`src/rtl/ws2812_rx.sv`:
```
// ws2812_rx: WS2812 one-wire stream decoder.
// Measures each high pulse to recover a bit and assembles 24-bit GRB words,
// MSB first. Each word is tagged with its position in the frame. A long low
// gap after at least one bit closes the frame, reporting its pixel count and
// whether it ended on a partial pixel.
`timescale 1ns/1ps
module ws2812_rx #(
  parameter int CLK_FREQ      = 50_000_000,
  parameter int BIT_THRESH_NS = 600,
  parameter int RESET_US      = 50
) (
  input  logic        clk,
  input  logic        rst,
  input  logic        din,
  output logic [23:0] pixel,
  output logic        pixel_valid,
  output logic [7:0]  pixel_idx,
  output logic        frame_done,
  output logic [7:0]  frame_len,
  output logic        frame_err,
  output logic        busy
);

  localparam int THRESH_CYC = (CLK_FREQ / 1_000_000) * BIT_THRESH_NS / 1000;
  localparam int RESET_CYC  = (CLK_FREQ / 1_000_000) * RESET_US;
  localparam int LW         = $clog2(RESET_CYC + 1);

  localparam logic [15:0]   THRESH_W = 16'(THRESH_CYC);
  localparam logic [LW-1:0] RESET_L  = LW'(RESET_CYC);

  typedef enum logic [1:0] {IDLE, HIGH, LOW} state_t;

  state_t        state;
  logic          s1, s2, s2_d;
  logic          rise, fall;
  logic [15:0]   high_cnt;
  logic [LW-1:0] low_cnt;
  logic [4:0]    bit_cnt;
  logic [7:0]    pix_cnt;
  // Bits received so far in the current word; the 24th bit is taken live.
  logic [22:0]   shreg;
  logic          bit_val;

  assign bit_val = (high_cnt > THRESH_W);
  assign busy    = (state != IDLE);

  // Two-flop synchronizer, then registered edge pulses so the FSM sees
  // each edge for exactly one cycle.
  always_ff @(posedge clk or posedge rst) begin
    if (rst) begin
      s1   <= 1'b0;
      s2   <= 1'b0;
      s2_d <= 1'b0;
      rise <= 1'b0;
      fall <= 1'b0;
    end else begin
      s1   <= din;
      s2   <= s1;
      s2_d <= s2;
      rise <= s2 & ~s2_d;
      fall <= ~s2 & s2_d;
    end
  end

  // Pulse-width decoder, word assembly and latch-gap detection.
  always_ff @(posedge clk or posedge rst) begin
    if (rst) begin
      state       <= IDLE;
      high_cnt    <= '0;
      low_cnt     <= '0;
      bit_cnt     <= '0;
      pix_cnt     <= '0;
      shreg       <= '0;
      pixel       <= '0;
      pixel_valid <= 1'b0;
      pixel_idx   <= '0;
      frame_done  <= 1'b0;
      frame_len   <= '0;
      frame_err   <= 1'b0;
    end else begin
      pixel_valid <= 1'b0;
      frame_done  <= 1'b0;
      frame_err   <= 1'b0;
      case (state)
        IDLE: begin
          if (rise) begin
            state    <= HIGH;
            high_cnt <= 16'd1;
          end
        end
        HIGH: begin
          if (fall) begin
            state   <= LOW;
            low_cnt <= LW'(1);
            shreg   <= {shreg[21:0], bit_val};
            if (bit_cnt == 5'd23) begin
              pixel       <= {shreg, bit_val};
              pixel_valid <= 1'b1;
              pixel_idx   <= pix_cnt;
              bit_cnt     <= '0;
              if (pix_cnt != 8'hFF) pix_cnt <= pix_cnt + 8'd1;
            end else begin
              bit_cnt <= bit_cnt + 5'd1;
            end
          end else if (high_cnt != 16'hFFFF) begin
            high_cnt <= high_cnt + 16'd1;
          end
        end
        LOW: begin
          if (low_cnt == RESET_L) begin
            // Latch: close the frame and drop any partial word. A rise that
            // lands on this same cycle opens the next frame.
            frame_done <= 1'b1;
            frame_len  <= pix_cnt;
            frame_err  <= (bit_cnt != 5'd0);
            pix_cnt    <= '0;
            bit_cnt    <= '0;
            shreg      <= '0;
            high_cnt   <= 16'd1;
            state      <= rise ? HIGH : IDLE;
          end else if (rise) begin
            state    <= HIGH;
            high_cnt <= 16'd1;
          end else begin
            low_cnt <= low_cnt + LW'(1);
          end
        end
        default: state <= IDLE;
      endcase
    end
  end

endmodule

```
`config.mk`:
```
export PLATFORM = sky130hd
export DESIGN_NAME = ws2812_rx
export DESIGN_NICKNAME = d
export VERILOG_FILES = /design/src/rtl/ws2812_rx.sv
export SDC_FILE = /design/constraint.sdc
export NUM_CORES = 1
export LEC_CHECK = 0
export ABC_AREA = 0
export CAP_MARGIN = 20
export CORE_MARGIN = 4
export CORE_UTILIZATION = 52
export CTS_CLUSTER_SIZE = 10
export DETAILED_ROUTE_END_ITERATION = 12
export PLACE_DENSITY = 0.76
export SYNTH_ARGS = -nofsm -noshare
export SYNTH_HDL_FRONTEND = slang
export SYNTH_SLANG_ARGS = --single-unit
```
`constraint.sdc`:
```
create_clock -name clk -period 3.55 [get_ports clk]
set_input_delay 0.5325 -clock clk [delete_from_list [all_inputs] [get_ports clk]]
set_output_delay 0.5325 -clock clk [all_outputs]
set_load 0.02 [all_outputs]
```
==> impl_metrics.tcl, run 1 <==
set metrics [dict create \
    ios 47 \
    grt_pass1_vias 3899 \
    dieArea_um2 12000 \
    die-height_um 109 \
    cts_buffers 17 \
    fp.dieW_um 109 \
    ir_drop_mv 0.308 \
    timing.fmax_mhz 361 \
    p_int_mw 2.73 \
    routedWlPerCell_um 17.2 \
    port_buffers 46 \
    fp-row-count 36 \
    start_util 0.540 \
    p_switching_mw 1.29 \
    cts_buffer_depth 2 \
    hold-path-cell-count 0 \
    path_clk_slew_ns 0.06 \
    layout_setup_ws_ns 0.778 \
    drt_iter0_drc 299 \
    worstSetupEndpoint "low_cnt[11]" \
    synth_area_per_cell_um2 11.3 \
    gr-usage-all-layers 0.205 \
    area_growth_pct 21.6 \
    outcome "complete, no violations" \
    timing.hold.ws_ns 0.352 \
    slew_violations 0 \
    drtAntennaViolNets 0 \
    reg2reg_slack_ns 0.78 \
    drcViolationCount 0 \
    holdBufCountCts 0 \
    cellPowerDensity_nw_per_um2 618 \
    placed_cells 628 \
    dr.pass1.iters 5 \
    syn-num-nets 486 \
    grt_pass1_wl_mm 19.3 \
    cts_setup_buffers 0 \
    finalCritPeriodShare 0.781 \
    hold_viol 0 \
    crit_path_max_fanout 20 \
    max_slew_margin 0.411 \
    yosysWarnings 0 \
    worst_r2r_path_depth 6 \
    drive_above_1_share 0.169 \
    finalSetupViolations 0 \
    rr_endpoint "low_cnt[11]" \
    fin_tns_setup_ns 0 \
    synthFlopType "dfrtp_1" \
    cts-htree-levels 4 \
    grt_overflow 0 \
    yosysSeqAreaShare 0.533 \
    setup.worst_path.start "state[0]" \
    tightest_slew_ns 0.881 \
    switching_share 0.322 \
    startpoint_type "flop" \
    p_comb_frac 0.205 \
    syn_area_um2 5350 \
    clkPwrFrac 0.429 \
    fin_skew_ns 0.00928 \
    grt_max_degree 70 \
    synth-seq-cells 114 \
    min_path_type "flop to flop" \
    vias_per_cell 6.02 \
    cp.arrival_ns 3.19 \
    netlist-cell-type-count 60 \
    synth_cells 472 \
    cts_resized 0 \
    synthTopCellsByArea "dfrtp_1, mux2_2, and3_1" \
    async_flop_share 1.00 \
    grt_antenna_before_repair 0 \
    end_kind "flop" \
    cp.required_ns 3.97 \
    finalCriticalPeriod_ns 2.77 \
    leakage_nw 3.25 \
    routabilityCongestion 0.867 \
    diodes 0 \
    pre_cts_slack_ns 0.827 \
    clkSinkCount 114 \
    tritoncts "yes" \
    synth_top_area_share 0.533 \
    clkLatencyLatePin_ns 0.51 \
    hpwl_mm 7.33 \
    cap_violations 0 \
    wl_mm 11.4 \
    core_um2 9910 \
    rsz0062_at_grt "no" \
    stdcell_count 660 \
    nets 528 \
    r2r-start "state[0]" \
    yosys.area.top_type "dfrtp_1" \
    vias 3976 \
    synth_edf_count 0 \
    p_seq_frac 0.366 \
    crit_type "flop to flop" \
    root_buffer "clkbuf_8" \
    power.total_mw 4.02 \
]
==> worst max-delay path, cell delays in order (launching register included) <==
cell,delay (ns)
dfrtp_1,0.41
inv_1,0.12
ha_1,0.63
mux2i_1,0.22
nor4_1,0.80
nand4_1,0.26
mux2i_1,0.24
==> power groups by stage <==
stage | registers (mW) | logic [mW] | clock network [mW]
CTS | 1.47 | 0.821 | 1.74
floorplan | 1.46 | 0.656 | 0
global route | 1.49 | 0.925 | 1.80
global placement | 1.49 | 0.769 | 0
finish | 1.47 | 0.824 | 1.72
detailed placement | 1.49 | 0.803 | 0
==> layer usage <==
metal  track usage  share of wire  vias up
li1              -              -     1846
met1         0.299           0.47     1980
met2         0.310           0.47      133
met3        0.0470          0.052       17
met4        0.0588          0.014        0
met5             0              0        -
==> placed cells by master, fill, tap and decap left out, types with 8 or more instances in the layout <==
cell type / synthesis / layout
a21o_1: 27 / 27
a21oi_1: 17 / 17
a221o_1: 12 / 12
a31oi_1: 8 / 8
and3_1: 37 / 37
clkbuf_16: 0 / 16
clkdlybuf4s50_1: 0 / 46
dfrtp_1: 114 / 114
ha_1: 11 / 11
inv_1: 17 / 16
mux2_2: 38 / 38
nand2_1: 13 / 13
nand3_1: 21 / 21
nand4_1: 10 / 10
nor2_1: 17 / 15
nor3_1: 15 / 15
nor4_1: 8 / 8
o21ai_0: 11 / 11
==> cells in the mapped netlist (all sizes together) (4+ instances only) <==
cell	count
dfrtp	114
mux2	38
and3	37
a21o	27
nand3	21
a21oi	17
inv	17
nor2	17
clkbuf	16
nor3	15
buf	13
nand2	13
a221o	12
ha	11
o21ai	11
nand4	10
a31oi	9
nor4	8
and4	7
nor2b	5
nor3b	4
o21a	4
o31ai	4
or3	4
==> sequential cells by signal, indices dropped and copies added, names as in the netlist <==
name	cells
pixel	24
shreg	23
high_cnt	16
low_cnt	12
frame_len	8
pix_cnt	8
pixel_idx	8
bit_cnt	5
state	2
fall	1
frame_done	1
frame_err	1
pixel_valid	1
rise	1
s1	1
s2	1
s2_d	1
==> how the worst min path moves through the flow <==
| stage | from | to | slack [ns] |
|---|---|---|---|
| 2_1_floorplan | s1 | s2 | 0.33 |
| 3_3_place_gp | s1 | s2 | 0.34 |
| 3_5_place_dp | s1 | s2 | 0.34 |
| 4_1_cts | s1 | s2 | 0.35 |
| 5_1_grt | s1 | s2 | 0.35 |
| 6_report | s1 | s2 | 0.35 |
==> cells by family (layout without fill, tap and decap cells) <==
logic type,count (synthesis),in the layout,share of synthesized area
AOI/OAI and AO/OA,100,100,0.137
xor gates and xnor gates,3,3,0.00491
adders and majority gates,11,11,0.0257
buffers and inverters,46,101,0.0384
DFF,114,114,0.533
muxes,41,41,0.0856
and+or+nand+nor,157,157,0.175
==> layout make-up <==
class	count	area, um^2
inverters	17	66.3
multi-input cells	312	2300
repair buffers	52	518
clock inverters	14	179
fillers	727	3400
flip-flops and latches	114	2850
clock buffers	18	428
well taps	133	166
==> per-stage QoR <==
stage / cell area, um^2 / util
3_3_place_gp: 5900 / 0.595
2_1_floorplan: 5350 / -
4_1_cts: 6510 / 0.657
6_report: 6510 / 0.657
3_5_place_dp: 5900 / 0.595
5_1_grt: 6510 / 0.657
(Power assumes the default switching activity.)
==> run 2, diff against run 1 <==
==> constraint.sdc (replaced) <==
create_clock -name clk -period 2.27 [get_ports clk]
set_input_delay 0.3405 -clock clk [delete_from_list [all_inputs] [get_ports clk]]
set_output_delay 0.3405 -clock clk [all_outputs]
set_load 0.02 [all_outputs]
==> impl_metrics.tcl, run 2 (same netlist as run 1, synthesis figures left out) <==
set metrics [dict create \
    outcome "complete, no violations" \
    clkLatencyLatePin_ns 0.51 \
    fp-row-count 36 \
    cts_buffers 17 \
    gr-usage-all-layers 0.214 \
    start_util 0.540 \
    critPathSlowestCell "dfrtp_1" \
    top_regs "pixel (24), shreg (23), high_cnt (16)" \
    cellPowerDensity_nw_per_um2 959 \
    hpwl_mm 7.55 \
    cp_cell_sequence "inv_1 > ha_2 > and4_1 > a311oi_1 > or3_1 > buf_4 > a221o_1" \
    cp.arrival_ns 2.54 \
    dieArea_um2 12000 \
    hold_viol 0 \
    timing.hold.ws_ns 0.270 \
    cap_violations 0 \
    root_buffer "clkbuf_8" \
    die-height_um 109 \
    end_kind "flop" \
    vias 4044 \
    finalCritPeriodShare 0.949 \
    holdBufCountCts 0 \
    drtAntennaViolNets 0 \
    post_dp_cell_area_um2 6040 \
    timing.fmax_mhz 464 \
    grt_pass1_wl_mm 19.9 \
    clkSinkCount 114 \
    grt_max_degree 115 \
    seqCellArea_um2 2850 \
    top_layer_used "met4" \
    cts_buffer_depth 2 \
    diodes 0 \
    ios 47 \
    port_buffers 46 \
    min_path_type "input pin to flop" \
    tritoncts "yes" \
    leakage_nw 3.33 \
    dr.pass1.iters 7 \
    drt_iter0_drc 219 \
    max_slew_margin 0.610 \
    routabilityCongestion 0.897 \
    max_stage_delay_ns 0.41 \
    layout_setup_ws_ns 0.115 \
    power.total_mw 6.39 \
    hold-path-cell-count 1 \
    fin_util 0.672 \
    path_clk_slew_ns 0.06 \
    cp.required_ns 2.66 \
    crit_path_max_fanout 15 \
    multi_input_area_um2 2320 \
    largest_reg_flops 24 \
    top_register "pixel" \
    nets 546 \
    worst_r2r_path_depth 7 \
    grt_antenna_before_repair 0 \
    finalSetupViolations 0 \
    fill_cells 739 \
    ir_drop_mv 0.515 \
    vias_per_cell 5.96 \
    mostFrequentLayoutCells "dfrtp_1, clkdlybuf4s50_1, mux2_2, and3_1, a21o_1" \
    crit_type "flop to flop" \
    drcViolationCount 0 \
    layout_commonest_cell "dfrtp_1" \
    core_um2 9910 \
    slew_violations 0 \
    wl_met3_um 583 \
    grt_overflow 0 \
    fp.dieW_um 109 \
    routedWlPerCell_um 17.4 \
    finalCriticalPeriod_ns 2.16 \
    cts-htree-levels 4 \
    routed-wl-met2_mm 5.84 \
    wl_mm 11.8 \
    grt_pass1_vias 4034 \
    pre_cts_slack_ns 0.0583 \
    fin_skew_ns 0.00803 \
    tightest_slew_ns 0.584 \
    startpoint_type "flop" \
    drive_above_1_share 0.202 \
    finalInstanceArea_um2 6660 \
    area_growth_pct 24.5 \
    met1_length_mm 5.24 \
]
[run 2: final cells by class]
class	instances	share of cell area
Sequential cell	114	0.428
Multi-Input combinational cell	312	0.349
Timing Repair Buffer	70	0.0998
Clock buffer	17	0.0622
Clock inverter	15	0.0255
Tap cell	133	0.0250
Inverter	17	0.0101
[run 2: stage by stage]
stage | std cells | setup TNS [ns]
6_report | 678 | 0
3_5_place_dp | 645 | 0
4_1_cts | 677 | 0
5_1_grt | 678 | -0.00185
3_3_place_gp | 645 | 0
2_1_floorplan | 472 | 0
[run 2: worst paths after layout]
kind                           endpoint  startpoint  slack, ns
setup reg to reg           high_cnt[10]    state[0]       0.11
hold / removal                       s1         din       0.27
max in group asynchronous     pixel[14]         rst       1.48
hold reg to reg                      s2          s1       0.35
setup / recovery           high_cnt[10]    state[0]       0.11
min in group asynchronous  pixel_idx[1]         rst       0.34
[run 2: per-layer routing]
layer,vias to the layer above,track usage
li1,1879,-
met1,2015,0.285
met2,135,0.338
met3,15,0.0664
met4,0,0.0632
met5,-,0
[run 2: critical path, delay by kind of cell, from the launching register on]
kind | cells | cell delay [ns]
compound gates | 2 | 0.44
fa+ha+maj | 1 | 0.38
buf+inv | 2 | 0.30
flops | 1 | 0.41
simple gates | 2 | 0.50
[run 2: power breakdown]
group	total, mW	internal (mW)	switching, mW
registers	2.30	2.14	0.153
clock network	2.61	1.59	1.02
logic	1.47	0.533	0.942
[run 2: what timing repair did]
item | 4_1_cts | 5_1_grt
setup endpoints to repair | 1 | 33
buffers inserted | 0 | 1
gates resized for setup | 1 | 5
